File: config.mk
export PLATFORM = sky130hd
export DESIGN_NAME = alu_exec_engine_flat
export DESIGN_NICKNAME = d
export VERILOG_FILES = /design/src/rtl/alu_exec_if.sv /design/src/rtl/alu_exec_engine.sv /design/src/flat_wrapper.sv
export SDC_FILE = /design/constraint.sdc
export NUM_CORES = 1
export LEC_CHECK = 0
export CORE_MARGIN = 5
export CORE_UTILIZATION = 50
export CTS_CLUSTER_SIZE = 8
export DETAILED_ROUTE_END_ITERATION = 6
export PLACE_DENSITY = 0.74
export SLEW_MARGIN = 10
export SYNTH_ARGS = -nofsm -noshare
export SYNTH_HDL_FRONTEND = slang
export SYNTH_SLANG_ARGS = --single-unit
File: constraint.sdc
create_clock -name clk -period 4.7 [get_ports clk]
set_input_delay 0.47 -clock clk [delete_from_list [all_inputs] [get_ports clk]]
set_output_delay 0.47 -clock clk [all_outputs]
set_load 0.01 [all_outputs]
File: src/rtl/alu_exec_if.sv
// Command/result FIFO bus between alu_exec_engine and its two FIFOs.
// master = engine side (pops commands, pushes results); slave = FIFO side.
interface alu_exec_if #(
    parameter int DATA_SIZE      = 16,
    parameter int OPERATION_SIZE = 3,
    parameter int ID_SIZE        = 4,
    parameter int FIFO_IN_WIDTH  = 2*DATA_SIZE+OPERATION_SIZE+ID_SIZE,
    parameter int FIFO_OUT_WIDTH = 2*DATA_SIZE+1+ID_SIZE
);
    logic [FIFO_IN_WIDTH-1:0]  fifo_in_data;
    logic                      empty_in;
    logic                      r_en_in;
    logic                      full_out;
    logic                      w_en_out;
    logic [FIFO_OUT_WIDTH-1:0] alu_data_out;

    modport master (
        input  fifo_in_data, empty_in, full_out,
        output r_en_in, w_en_out, alu_data_out
    );

    modport slave (
        output fifo_in_data, empty_in, full_out,
        input  r_en_in, w_en_out, alu_data_out
    );
endinterface

File: src/rtl/alu_exec_engine.sv
// Single-command ALU: pops {id,op,data1,data0}, executes, pushes {id,err,result}.
// Define ALU_EXEC_MUL_EN to build the iterative shift-add multiplier for opcode 7.
module alu_exec_engine #(
    parameter int DATA_SIZE      = 16,
    parameter int OPERATION_SIZE = 3,
    parameter int ID_SIZE        = 4,
    parameter int FIFO_IN_WIDTH  = 2*DATA_SIZE+OPERATION_SIZE+ID_SIZE,
    parameter int FIFO_OUT_WIDTH = 2*DATA_SIZE+1+ID_SIZE
) (
    input  logic       clk,
    input  logic       rst_n,
    alu_exec_if.master bus,
    output logic       busy
);
    localparam int RES_W = 2*DATA_SIZE;

    localparam logic [OPERATION_SIZE-1:0] OP_ADD = OPERATION_SIZE'(0);
    localparam logic [OPERATION_SIZE-1:0] OP_SUB = OPERATION_SIZE'(1);
    localparam logic [OPERATION_SIZE-1:0] OP_AND = OPERATION_SIZE'(2);
    localparam logic [OPERATION_SIZE-1:0] OP_OR  = OPERATION_SIZE'(3);
    localparam logic [OPERATION_SIZE-1:0] OP_XOR = OPERATION_SIZE'(4);
    localparam logic [OPERATION_SIZE-1:0] OP_SHL = OPERATION_SIZE'(5);
    localparam logic [OPERATION_SIZE-1:0] OP_SHR = OPERATION_SIZE'(6);
    localparam logic [OPERATION_SIZE-1:0] OP_MUL = OPERATION_SIZE'(7);

    typedef enum logic [2:0] {
        IDLE  = 3'd0,
        READ  = 3'd1,
        LATCH = 3'd2,
        EXEC  = 3'd3,
        WRITE = 3'd4
    } state_t;

    state_t state_r;
    state_t state_s;

    logic [FIFO_IN_WIDTH-1:0]  cmd_s;
    logic [DATA_SIZE-1:0]      cmd_data0_s;
    logic [DATA_SIZE-1:0]      cmd_data1_s;
    logic [OPERATION_SIZE-1:0] cmd_op_s;
    logic [ID_SIZE-1:0]        cmd_id_s;

    logic [ID_SIZE-1:0]        id_r;
    logic [OPERATION_SIZE-1:0] op_r;
    logic [DATA_SIZE-1:0]      data0_r;
    logic [DATA_SIZE-1:0]      data1_r;
    logic [FIFO_OUT_WIDTH-1:0] out_r;
    logic                      r_en_r;
    logic                      busy_r;

    logic [DATA_SIZE:0]        add_s;
    logic [DATA_SIZE:0]        sub_s;
    logic [RES_W-1:0]          alu_res_s;
    logic                      alu_err_s;
    logic                      exec_done_s;

    assign cmd_s       = bus.fifo_in_data;
    assign cmd_data0_s = cmd_s[DATA_SIZE-1:0];
    assign cmd_data1_s = cmd_s[2*DATA_SIZE-1:DATA_SIZE];
    assign cmd_op_s    = cmd_s[2*DATA_SIZE+OPERATION_SIZE-1:2*DATA_SIZE];
    assign cmd_id_s    = cmd_s[2*DATA_SIZE+OPERATION_SIZE+ID_SIZE-1:2*DATA_SIZE+OPERATION_SIZE];

    // Extra MSB carries the carry-out of ADD and the borrow of SUB.
    assign add_s = {1'b0, data0_r} + {1'b0, data1_r};
    assign sub_s = {1'b0, data0_r} - {1'b0, data1_r};

`ifdef ALU_EXEC_MUL_EN
    localparam int CNT_W = (DATA_SIZE > 1) ? $clog2(DATA_SIZE) : 1;
    localparam logic [CNT_W-1:0] MUL_LAST = CNT_W'(DATA_SIZE-1);

    logic [RES_W-1:0]     mul_acc_r;
    logic [RES_W-1:0]     mul_mcand_r;
    logic [DATA_SIZE-1:0] mul_mplier_r;
    logic [CNT_W-1:0]     mul_cnt_r;
    logic [RES_W-1:0]     mul_sum_s;

    // One multiplier bit per EXEC cycle; the last partial sum is the product.
    assign mul_sum_s = mul_acc_r + (mul_mplier_r[0] ? mul_mcand_r : {RES_W{1'b0}});

    // Shift-add multiplier datapath, loaded in LATCH straight from the FIFO word.
    always_ff @(posedge clk) begin
        if (!rst_n) begin
            mul_acc_r    <= {RES_W{1'b0}};
            mul_mcand_r  <= {RES_W{1'b0}};
            mul_mplier_r <= {DATA_SIZE{1'b0}};
            mul_cnt_r    <= {CNT_W{1'b0}};
        end else if (state_r == LATCH) begin
            mul_acc_r    <= {RES_W{1'b0}};
            mul_mcand_r  <= {{DATA_SIZE{1'b0}}, cmd_data0_s};
            mul_mplier_r <= cmd_data1_s;
            mul_cnt_r    <= {CNT_W{1'b0}};
        end else if ((state_r == EXEC) && (op_r == OP_MUL)) begin
            mul_acc_r    <= mul_sum_s;
            mul_mcand_r  <= {mul_mcand_r[RES_W-2:0], 1'b0};
            mul_mplier_r <= {1'b0, mul_mplier_r[DATA_SIZE-1:1]};
            mul_cnt_r    <= mul_cnt_r + CNT_W'(1);
        end
    end
`endif

    // Result/err selection and EXEC completion for the latched opcode.
    always_comb begin
        alu_res_s   = {RES_W{1'b0}};
        alu_err_s   = 1'b0;
        exec_done_s = 1'b1;
        case (op_r)
            OP_ADD:  alu_res_s = {{(DATA_SIZE-1){1'b0}}, add_s};
            OP_SUB:  alu_res_s = {{(DATA_SIZE-1){1'b0}}, sub_s};
            OP_AND:  alu_res_s = {{DATA_SIZE{1'b0}}, data0_r & data1_r};
            OP_OR:   alu_res_s = {{DATA_SIZE{1'b0}}, data0_r | data1_r};
            OP_XOR:  alu_res_s = {{DATA_SIZE{1'b0}}, data0_r ^ data1_r};
            OP_SHL:  alu_res_s = {{DATA_SIZE{1'b0}}, data0_r << data1_r[3:0]};
            OP_SHR:  alu_res_s = {{DATA_SIZE{1'b0}}, data0_r >> data1_r[3:0]};
`ifdef ALU_EXEC_MUL_EN
            OP_MUL: begin
                alu_res_s   = mul_sum_s;
                exec_done_s = (mul_cnt_r == MUL_LAST);
            end
`else
            OP_MUL:  alu_err_s = 1'b1;
`endif
            default: alu_err_s = 1'b1;
        endcase
    end

    // Next-state logic; empty_in only matters in IDLE.
    always_comb begin
        state_s = state_r;
        case (state_r)
            IDLE: begin
                if (!bus.empty_in) state_s = READ;
                else               state_s = IDLE;
            end
            READ:  state_s = LATCH;
            LATCH: state_s = EXEC;
            EXEC: begin
                if (exec_done_s) state_s = WRITE;
                else             state_s = EXEC;
            end
            WRITE: begin
                if (!bus.full_out) state_s = IDLE;
                else               state_s = WRITE;
            end
            default: state_s = IDLE;
        endcase
    end

    // State, operand latch, registered strobes and the result register.
    always_ff @(posedge clk) begin
        if (!rst_n) begin
            state_r <= IDLE;
            r_en_r  <= 1'b0;
            busy_r  <= 1'b0;
            id_r    <= {ID_SIZE{1'b0}};
            op_r    <= {OPERATION_SIZE{1'b0}};
            data0_r <= {DATA_SIZE{1'b0}};
            data1_r <= {DATA_SIZE{1'b0}};
            out_r   <= {FIFO_OUT_WIDTH{1'b0}};
        end else begin
            state_r <= state_s;
            r_en_r  <= (state_s == READ);
            busy_r  <= (state_s != IDLE);
            if (state_r == LATCH) begin
                id_r    <= cmd_id_s;
                op_r    <= cmd_op_s;
                data0_r <= cmd_data0_s;
                data1_r <= cmd_data1_s;
            end
            if ((state_r == EXEC) && exec_done_s) begin
                out_r <= FIFO_OUT_WIDTH'({id_r, alu_err_s, alu_res_s});
            end
        end
    end

    // Push is gated by full_out and rst_n so a stalled or aborted WRITE never lands.
    assign bus.w_en_out     = rst_n & (state_r == WRITE) & ~bus.full_out;
    assign bus.r_en_in      = r_en_r;
    assign bus.alu_data_out = out_r;
    assign busy             = busy_r;

endmodule

File: src/flat_wrapper.sv
// flat-port wrapper written by rule: the top's interface ports become plain ports
module alu_exec_engine_flat 
#(
    parameter int DATA_SIZE      = 16,
    parameter int OPERATION_SIZE = 3,
    parameter int ID_SIZE        = 4,
    parameter int FIFO_IN_WIDTH  = 2*DATA_SIZE+OPERATION_SIZE+ID_SIZE,
    parameter int FIFO_OUT_WIDTH = 2*DATA_SIZE+1+ID_SIZE
)
  (clk, rst_n, busy, bus_fifo_in_data, bus_empty_in, bus_full_out, bus_r_en_in, bus_w_en_out, bus_alu_data_out);
  alu_exec_if #(.DATA_SIZE(DATA_SIZE), .OPERATION_SIZE(OPERATION_SIZE), .ID_SIZE(ID_SIZE), .FIFO_IN_WIDTH(FIFO_IN_WIDTH), .FIFO_OUT_WIDTH(FIFO_OUT_WIDTH)) bus_i ();
  input  logic clk;
  input  logic rst_n;
  output logic busy;
  input wire logic [$bits(bus_i.fifo_in_data)-1:0] bus_fifo_in_data;
  input wire logic [$bits(bus_i.empty_in)-1:0] bus_empty_in;
  input wire logic [$bits(bus_i.full_out)-1:0] bus_full_out;
  output wire logic [$bits(bus_i.r_en_in)-1:0] bus_r_en_in;
  output wire logic [$bits(bus_i.w_en_out)-1:0] bus_w_en_out;
  output wire logic [$bits(bus_i.alu_data_out)-1:0] bus_alu_data_out;
  assign bus_i.fifo_in_data = bus_fifo_in_data;
  assign bus_i.empty_in = bus_empty_in;
  assign bus_i.full_out = bus_full_out;
  assign bus_r_en_in = bus_i.r_en_in;
  assign bus_w_en_out = bus_i.w_en_out;
  assign bus_alu_data_out = bus_i.alu_data_out;
  alu_exec_engine #(.DATA_SIZE(DATA_SIZE), .OPERATION_SIZE(OPERATION_SIZE), .ID_SIZE(ID_SIZE), .FIFO_IN_WIDTH(FIFO_IN_WIDTH), .FIFO_OUT_WIDTH(FIFO_OUT_WIDTH)) u_core (.clk(clk), .rst_n(rst_n), .bus(bus_i), .busy(busy));
endmodule
After elaboration in Yosys (flattened, before gate mapping)
Cells that the tools add are included.
{ "classes": {"add_sub_neg": 2, "n_mux": 5, "reduce_logical": 3, "n_eq_ne": 12, "bitwise_logic": 6, "n_shift": 2} }
{ "ops": {"columns": ["cell", "count"], "rows": [
  ["17-bit one-hot mux with 7 select lines", 1],
  ["16-bit by 16-bit adder with 17-bit output", 1],
  ["16-bit by 16-bit subtractor with 17-bit output", 1],
  ["16-bit bitwise AND", 1],
  ["16-bit OR", 1],
  ["16-bit by 4-bit << shifter with 16-bit output", 1],
  ["16-bit by 4-bit right shift with 16-bit output", 1],
  ["16-bit XOR", 1],
  ["3-bit == test, second input constant", 5],
  ["3-bit one-hot mux with 5 select lines", 1],
  ["3-bit by 2-bit == test with 1-bit output, second input constant", 4],
  ["3-bit by 1-bit == test with 1-bit output, second input constant", 3],
  ["3-bit logical NOT", 2],
  ["3-bit two-way mux", 1],
  ["3-bit nonzero test", 1],
  ["1-bit bitwise AND", 2],
  ["1-bit two-way mux", 2],
  ["1-bit NOT", 1]
]} }
{ "totals": {"reg_bits": 81, "output_inout_bits": 40, "input_bits": 43} }

Longest topological paths before layout
Gate-level depths: netlist of the first run.
{ "logic_depth": {"ltp_word": 3, "mapped_depth": 15, "ltp_nobuf": 13} }

Worst setup path before layout of the first run
Ideal clock, no wire load.
{ "synth_path": {"path_kind": "flip-flop to flip-flop", "startpoint": "register u_core.data1_r[0]", "endpoint": "register u_core.out_r[16], in the netlist u_core.bus.alu_data_out[16]", "setup_time_ns": 0.117, "arrival_time_ns": 3.317, "slack_ns": 1.267, "stages_incl_launch_ff": 16, "t_required_ns": 4.583, "synth_period_minus_slack_ns": 3.433, "path_buffers": 2, "path_cell_list": "dfxtp_1 > buf_2 > inv_2 > clkbuf_1 > ha_1 > a21oi_1 > a21oi_1 > o21ai_0 > xnor2_1 > ha_1 > and4_1 > o2111ai_1 > a21oi_1 > a2111oi_0 > xor2_1 > a22o_1"} }
{ "synth_between": {"elab_chain_cells": 2, "elab_cells_between_ends": 3} }
{ "synth_lines": {"columns": ["item", "line", "text"], "rows": [
  ["start, declared", "alu_exec_engine.sv:46", "logic [DATA_SIZE-1:0] data1_r;"],
  ["start signal, assigned", "alu_exec_engine.sv:157", "data1_r <= {DATA_SIZE{1'b0}};"],
  ["start signal, assigned", "alu_exec_engine.sv:167", "data1_r <= cmd_data1_s;"],
  ["16-bit by 16-bit subtractor with 17-bit output / 16-bit by 16-bit adder with 17-bit output (equally long branches)", "alu_exec_engine.sv:65, alu_exec_engine.sv:64", null],
  ["17-bit one-hot mux with 7 select lines (*)", "alu_exec_engine.sv:106", "case (op_r)"],
  ["end signal, assigned", "alu_exec_engine.sv:158", "out_r <= {FIFO_OUT_WIDTH{1'b0}};"],
  ["end signal, assigned", "alu_exec_engine.sv:170", "out_r <= FIFO_OUT_WIDTH'({id_r, alu_err_s, alu_res_s});"],
  ["end, declared", "alu_exec_engine.sv:47", "logic [FIFO_OUT_WIDTH-1:0] out_r;"]
]} }
Mark *: on every way between the ends. The rest lies on a longest branch, timed or not.
A chain may end at the register's enable or synchronous reset.

Worst setup path in the final report of the first run
{ "layout_path": {"startpoint": "register u_core.data1_r[4]", "endpoint": "register u_core.out_r[16], in the netlist u_core.bus.alu_data_out[16]"} }
The elaborated chain is that of the path after synthesis.

==> results of run 1 <==
routing by layer:
metal | vias up | wire, um
met5 | - | 0
met4 | 0 | 784
met3 | 59 | 1840
met2 | 322 | 8634
met1 | 2696 | 8045
li1 | 2743 | -
power groups by stage:
| stage | Combinational [mW] | Clock, mW | Sequential (mW) |
|---|---|---|---|
| final | 0.965 | 0.761 | 0.658 |
| after global routing | 1.05 | 0.797 | 0.662 |
| after CTS | 0.946 | 0.767 | 0.655 |
| after detailed placement | 0.937 | 0 | 0.667 |
| after global placement | 0.930 | 0 | 0.664 |
| after floorplan | 0.699 | 0 | 0.646 |
sequential cells by signal, summed over array words and instances (netlist names):
name and count:
u_core.state_r 3, u_core.bus.r_en_in 1, u_core.busy 1, u_core.data0_r 16
u_core.data1_r 16, u_core.id_r 4, u_core.op_r 3, u_core.bus.alu_data_out 22
layout make-up:
cell class / instances / area (um^2) / area share
clock buffers: 9 / 225.2 / 0.03319
clock inverters: 7 / 101.3 / 0.01494
inverters: 38 / 142.6 / 0.02102
multi-input cells: 597 / 4070 / 0.5999
flip-flops and latches: 66 / 1321 / 0.1947
well taps: 143 / 178.9 / 0.02637
repair buffers: 77 / 745.7 / 0.1099
cells by family (layout without fill, tap and decap cells):
group | count (synthesis) | in the layout | synth area share
adders and majority gates | 51 | 51 | 0.1119
AOI/OAI and AO/OA | 214 | 214 | 0.2423
DFF | 66 | 66 | 0.2291
other | 1 | 15 | 0.0006501
xor gates and xnor gates | 25 | 25 | 0.03796
muxes | 47 | 47 | 0.1098
and+or+nand+nor | 245 | 245 | 0.1920
buffers and inverters | 94 | 131 | 0.07635
final timing paths:
kind / to / slack (ns) / depth (start not counted)
worst max-delay path: u_core.bus.alu_data_out[16] / 1.02 / 12
worst min-delay path: u_core.bus.alu_data_out[34] / 0.46 / 2
worst max register to register: u_core.bus.alu_data_out[16] / 1.02 / 12
worst min register to register: u_core.bus.alu_data_out[34] / 0.46 / 2
Yosys cell counts, types with 3 or more instances:
cell       instances  area (um^2)
xnor2_1           21        183.9
o221ai_1           8        70.07
o21ai_0           26        130.1
mux2i_1           25        250.2
ha_1              50        625.6
nand3_1           13        65.06
o22ai_1           10        62.56
o22a_1             3        26.28
or3_1              3        18.77
nand2b_1           4        25.02
a22oi_1           20        150.1
nor2b_1            8        50.05
a221oi_1           4        35.03
or2_2              5        31.28
buf_2              6        30.03
xor2_1             4        35.03
nor3_1            12        60.06
a22o_1             3        26.28
nor2_1            48        180.2
o211ai_1           8        60.06
inv_1             37        138.9
a21oi_1           76        380.4
nand2_1          130        488.0
mux4_2            12        270.3
a211o_1            5        43.79
a211oi_1          11        82.58
and2_1             4        25.02
clkbuf_1          29        108.9
dfxtp_1           66         1321
mux2_2            10        112.6
o21a_1             4        30.03
a31oi_1            6        37.54
buf_4             17        127.6
a21o_1             5        37.54
a2111oi_0          4        35.03
critical path, stage by stage (launching register included):
cell	delay [ns]
dfxtp_1	0.38
or4_4	0.57
or3_4	0.36
a21oi_1	0.26
o21ai_0	0.16
xnor2_1	0.16
ha_1	0.39
and4_1	0.25
o2111ai_1	0.10
a21oi_1	0.06
a2111oi_0	0.52
xor2_1	0.15
a22o_1	0.23
stage by stage:
stage,std cells,utilization
2_1_floorplan,757,-
3_3_place_gp,921,0.5681
3_5_place_dp,921,0.5681
4_1_cts,937,0.5968
5_1_grt,937,0.5968
6_report,937,0.5968
==> reports/metrics.cfg, run 1 <==
[min_path]
type_of_the_most_critical_hold_path = reg -> reg
hold_path_startpoint = u_core.bus.alu_data_out[34]

[final_layout]
num_antenna_cells = 0
post_route_cells_drive_above_1_share = 0.07809
layout.cells.most_common = nand2_1
stdcell_area_mm2 = 0.006785
layout.cells.most_common_list = nand2_1, a21oi_1, clkdlybuf4s50_1, dfxtp_1, ha_1
fillCellCount = 1067
syn2layout_area_growth_pct = 17.64
net_count_reported_at_finish = 883

[grt]
grt-busiest-layer = met2
grt_use_total = 0.2753
use_met2 = 0.4141
grt_pass1_wl_um = 30590
global_route.overflow_total = 0
maximum_number_of_pins_on_one_net_before_global_route_repair = 53
grt_util_met1 = 0.3702
antenna_violations_before_repair = 0
groute.layer.met3.usage = 0.06641
vias_in_the_first_global_route = 5586

[routing]
route.detailed.wl_per_inst_um = 20.60
initialDrtViolationCount = 596
drt.antenna.violating_nets = 0
detail_route.vias_per_cell = 6.211
drc = 15
route.vias.total = 5820
drt-pass1-iter-count = 7
finalWirelength_um = 19300

[cts]
clk_transition_reported_paths_ns = 0.06
cts_htree_levels = 3
clock_sink_count = 66
tritoncts_clock_tree = yes
number_of_gates_resized_after_cts = 0
cts-buffers-inserted = 9
cts-root-to-sink-buffers = 2
cell_at_the_root_of_the_clock_tree = clkbuf_16
post-cts-setup-buffers = 0
cts.hold.buffers_added = 0
latest_clock_arrival_within_the_worst_skew_pair_ns = 0.35

[placement]
port-buffer-count = 67
final_replace_weighted_congestion = 1.026
detailedPlacementHpwl_um = 14430
place_worst_setup_slack_ns = 1.066
dpl_cell_area_mm2 = 0.006459

[power]
power.switching_mw = 0.9128
seq_power_share = 0.276
p_leak_nw = 2.500
clkPwrFrac = 0.319
switching_share = 0.3828
power_mw = 2.385
power_per_cell_area_mw_per_mm2 = 351.4
peakVddDrop_mv = 0.2447
combinationalPowerShare = 0.405
internal_power_mw = 1.472

[sta]
final_critical_path_setup_slack_ns = 1.021
maxSlewViolCount = 0
rsz0062_at_grt = no
tightestPinTransition_ns = 1.281
period_share = 0.7827
finalWorstPathRequiredPeriod_ns = 3.679
report.final.hold_viol_count = 0
worst_slew_margin_rel = 0.1441
clock.fmax_ghz = 0.2718
worst_clock_skew_ns = 0.008029
hold_ws_ns = 0.4560
fin_tns_setup_ns = 0
setup_viol_count_final = 0

[floorplan]
core.rowCount = 39
initial_standard_cell_utilization_of_the_core = 0.5073
area_enclosed_by_the_die_boundary_mm2 = 0.01378
core_area_mm2 = 0.01137
fp.dieH_um = 117.4
top_level_ports = 83
chipWidth_um = 117.4

[logic_synthesis]
proportion_of_synthesized_flip_flops_having_asynchronous_set_or_reset = 0
synth_seq_cells = 66
synth_enable_flop_cells = 0
yosys_warnings = 0
synthesis.area_mm2 = 0.005768
average_instance_area_after_synthesis_um2 = 7.763
yosysSeqAreaShare = 0.2291
synth_cell_types = 70
ys.flop_type = dfxtp_1
postSynthCellCount = 743

[critical_path]
worstReg2RegStart = u_core.data1_r[4]
setup_crit_start = u_core.data1_r[4]
worstSetupEndpointType = register
required_ns = 4.93
worstSetupPathType = reg -> reg
crit_fanout = 8
worst-endpoint-arrival_ns = 3.91
cp-start-kind = register

[run]
drv.max_cap_violation_count = 0

[outcome]
violated_checks = DRC
run_status = finished with violations

Note: power is estimated with default switching activity, not from simulation.
==> run 2: changes to the inputs <==
Clock period 4.7 ns to 3.7 ns, I/O delays scaled along.
==> run 2 against run 1 <==
Sequential share of layout area fell by 0.28 points. Worst setup slack got worse by 0.85 ns. Via count grew 1.1%. The run now ends clean. Count of clock-buffer cells in the layout stayed put. Maximum frequency rose by 4.3%. Clock power grew 18%.
==> reports/metrics.cfg, run 2 (synthesis gave the netlist of run 1 again) <==
[sta]
worst_clock_skew_ns = 0.01119
maxSlewViolCount = 0
finalWorstPathRequiredPeriod_ns = 3.527
setup_viol_count_final = 0
final_critical_path_setup_slack_ns = 0.1727
period_share = 0.9533
clock.fmax_ghz = 0.2835
rsz0062_at_grt = no
worst_slew_margin_rel = 0.2580
tightestPinTransition_ns = 1.111
fin_tns_setup_ns = 0
report.final.hold_viol_count = 0

[routing]
route.detailed.wl_per_inst_um = 21.05
route.vias.total = 5882
drt.antenna.violating_nets = 0
finalWirelength_um = 20070
initialDrtViolationCount = 603
drt-pass1-iter-count = 5
drc = 0
detail_route.vias_per_cell = 6.172

[critical_path]
worstSetupEndpointType = register
regToRegSetupSlack_ns = 0.17
worstSetupPathType = reg -> reg
worstReg2RegStart = u_core.data1_r[4]
cp-start-kind = register
reg2reg_to = u_core.bus.alu_data_out[16]
r2r.worst_path.cells = 12
required_ns = 3.94
crit_fanout = 7
worst-endpoint-arrival_ns = 3.77

[run]
drv.max_cap_violation_count = 0

[cts]
clk_transition_reported_paths_ns = 0.07
latest_clock_arrival_within_the_worst_skew_pair_ns = 0.34
clock_sink_count = 66
cts.hold.buffers_added = 0
cell_at_the_root_of_the_clock_tree = clkbuf_16
post-cts-setup-buffers = 0
cts-root-to-sink-buffers = 2
cts-buffers-inserted = 9
tritoncts_clock_tree = yes
cts_htree_levels = 3

[grt]
antenna_violations_before_repair = 0
maximum_number_of_pins_on_one_net_before_global_route_repair = 45
vias_in_the_first_global_route = 5627
grt_pass1_wl_um = 31660
grt_use_total = 0.2871
global_route.overflow_total = 0

[floorplan]
core.rowCount = 39
core_area_mm2 = 0.01137
initial_standard_cell_utilization_of_the_core = 0.5073
chipWidth_um = 117.4
area_enclosed_by_the_die_boundary_mm2 = 0.01378
fp.dieH_um = 117.4
top_level_ports = 83

[final_layout]
num_antenna_cells = 0
net_count_reported_at_finish = 899
post_route_cells_drive_above_1_share = 0.09630
layout.cells.most_common = nand2_1
layoutNonFillerInstCount = 953
number_of_flip_flops_in_the_largest_register = 22
syn2layout_area_growth_pct = 19.33
layout.cells.most_common_list = nand2_1, a21oi_1, clkdlybuf4s50_1, dfxtp_1, ha_1

[placement]
place_worst_setup_slack_ns = 0.1673
numPlacedInstances = 937
final_replace_weighted_congestion = 0.9404
port-buffer-count = 67
detailedPlacementHpwl_um = 15220

[power]
peakVddDrop_mv = 0.3317
p_leak_nw = 2.571
power_per_cell_area_mw_per_mm2 = 440.3

[min_path]
hold-path-cell-count = 2
hold_path_startpoint = u_core.bus.alu_data_out[0]
type_of_the_most_critical_hold_path = reg -> reg
timing.hold.worst_endpoint = u_core.bus.alu_data_out[0]

[outcome]
run_status = completed

-- run 2: worst max-delay path, stage by stage, from the launching register on --
cell and delay, ns:
dfxtp_1 0.38, or4_4 0.58, or3_4 0.37, nor2_1 0.21, a31oi_1 0.14, xnor2_1 0.17, ha_1 0.39, a21o_1 0.20
a21oi_1 0.15, nor2b_1 0.08, a2111oi_1 0.42, xor2_1 0.13, a22o_1 0.21
-- run 2: area by class of cell --
type / instances / area [um^2]
Multi-Input combinational cell: 597 / 4069
Clock inverter: 7 / 80.08
Fill cell: 1071 / 4487
Clock buffer: 9 / 225.2
Timing Repair Buffer: 93 / 865.8
Inverter: 38 / 142.6
Sequential cell: 66 / 1321
Tap cell: 143 / 178.9
-- run 2: routing by layer --
layer | routed length [um] | GRT usage | up-vias
met1 | 8778 | 0.4032 | 2775
met5 | 0 | 0 | -
met2 | 8943 | 0.4406 | 294
met3 | 1919 | 0.06545 | 34
li1 | - | - | 2779
met4 | 425 | 0.08049 | 0
-- run 2: metrics by stage --
stage	util	area (um^2)	total power, mW	hold WS [ns]
after floorplan	-	5821	1.708	0.4321
after global placement	0.5781	6573	2.096	0.4385
after detailed placement	0.5781	6573	2.106	0.4451
after CTS	0.6049	6878	3.017	0.4579
after global routing	0.6054	6883	3.208	0.4796
final	0.6054	6883	3.031	0.4536
-- run 2: worst max-delay path by stage --
stage	start	to	depth (start not counted)
global route	u_core.data1_r[4]	u_core.bus.alu_data_out[16]	12
finish	u_core.data1_r[4]	u_core.bus.alu_data_out[16]	12
CTS	u_core.data1_r[4]	u_core.bus.alu_data_out[16]	12
global placement	u_core.data1_r[4]	u_core.bus.alu_data_out[16]	12
detailed placement	u_core.data1_r[4]	u_core.bus.alu_data_out[16]	12
floorplan	u_core.data1_r[0]	u_core.bus.alu_data_out[16]	15
-- run 2: report_power, final --
part	switching, mW	internal, mW
logic	0.753	0.558
clock network	0.364	0.532
registers	0.0681	0.755
total	1.19	1.85
-- run 2: timing repair --
item                                    in CTS  in global routing
resized for setup                            0                  2
hold endpoints to repair                     0                  0
endpoints found under the setup margin       0                  2
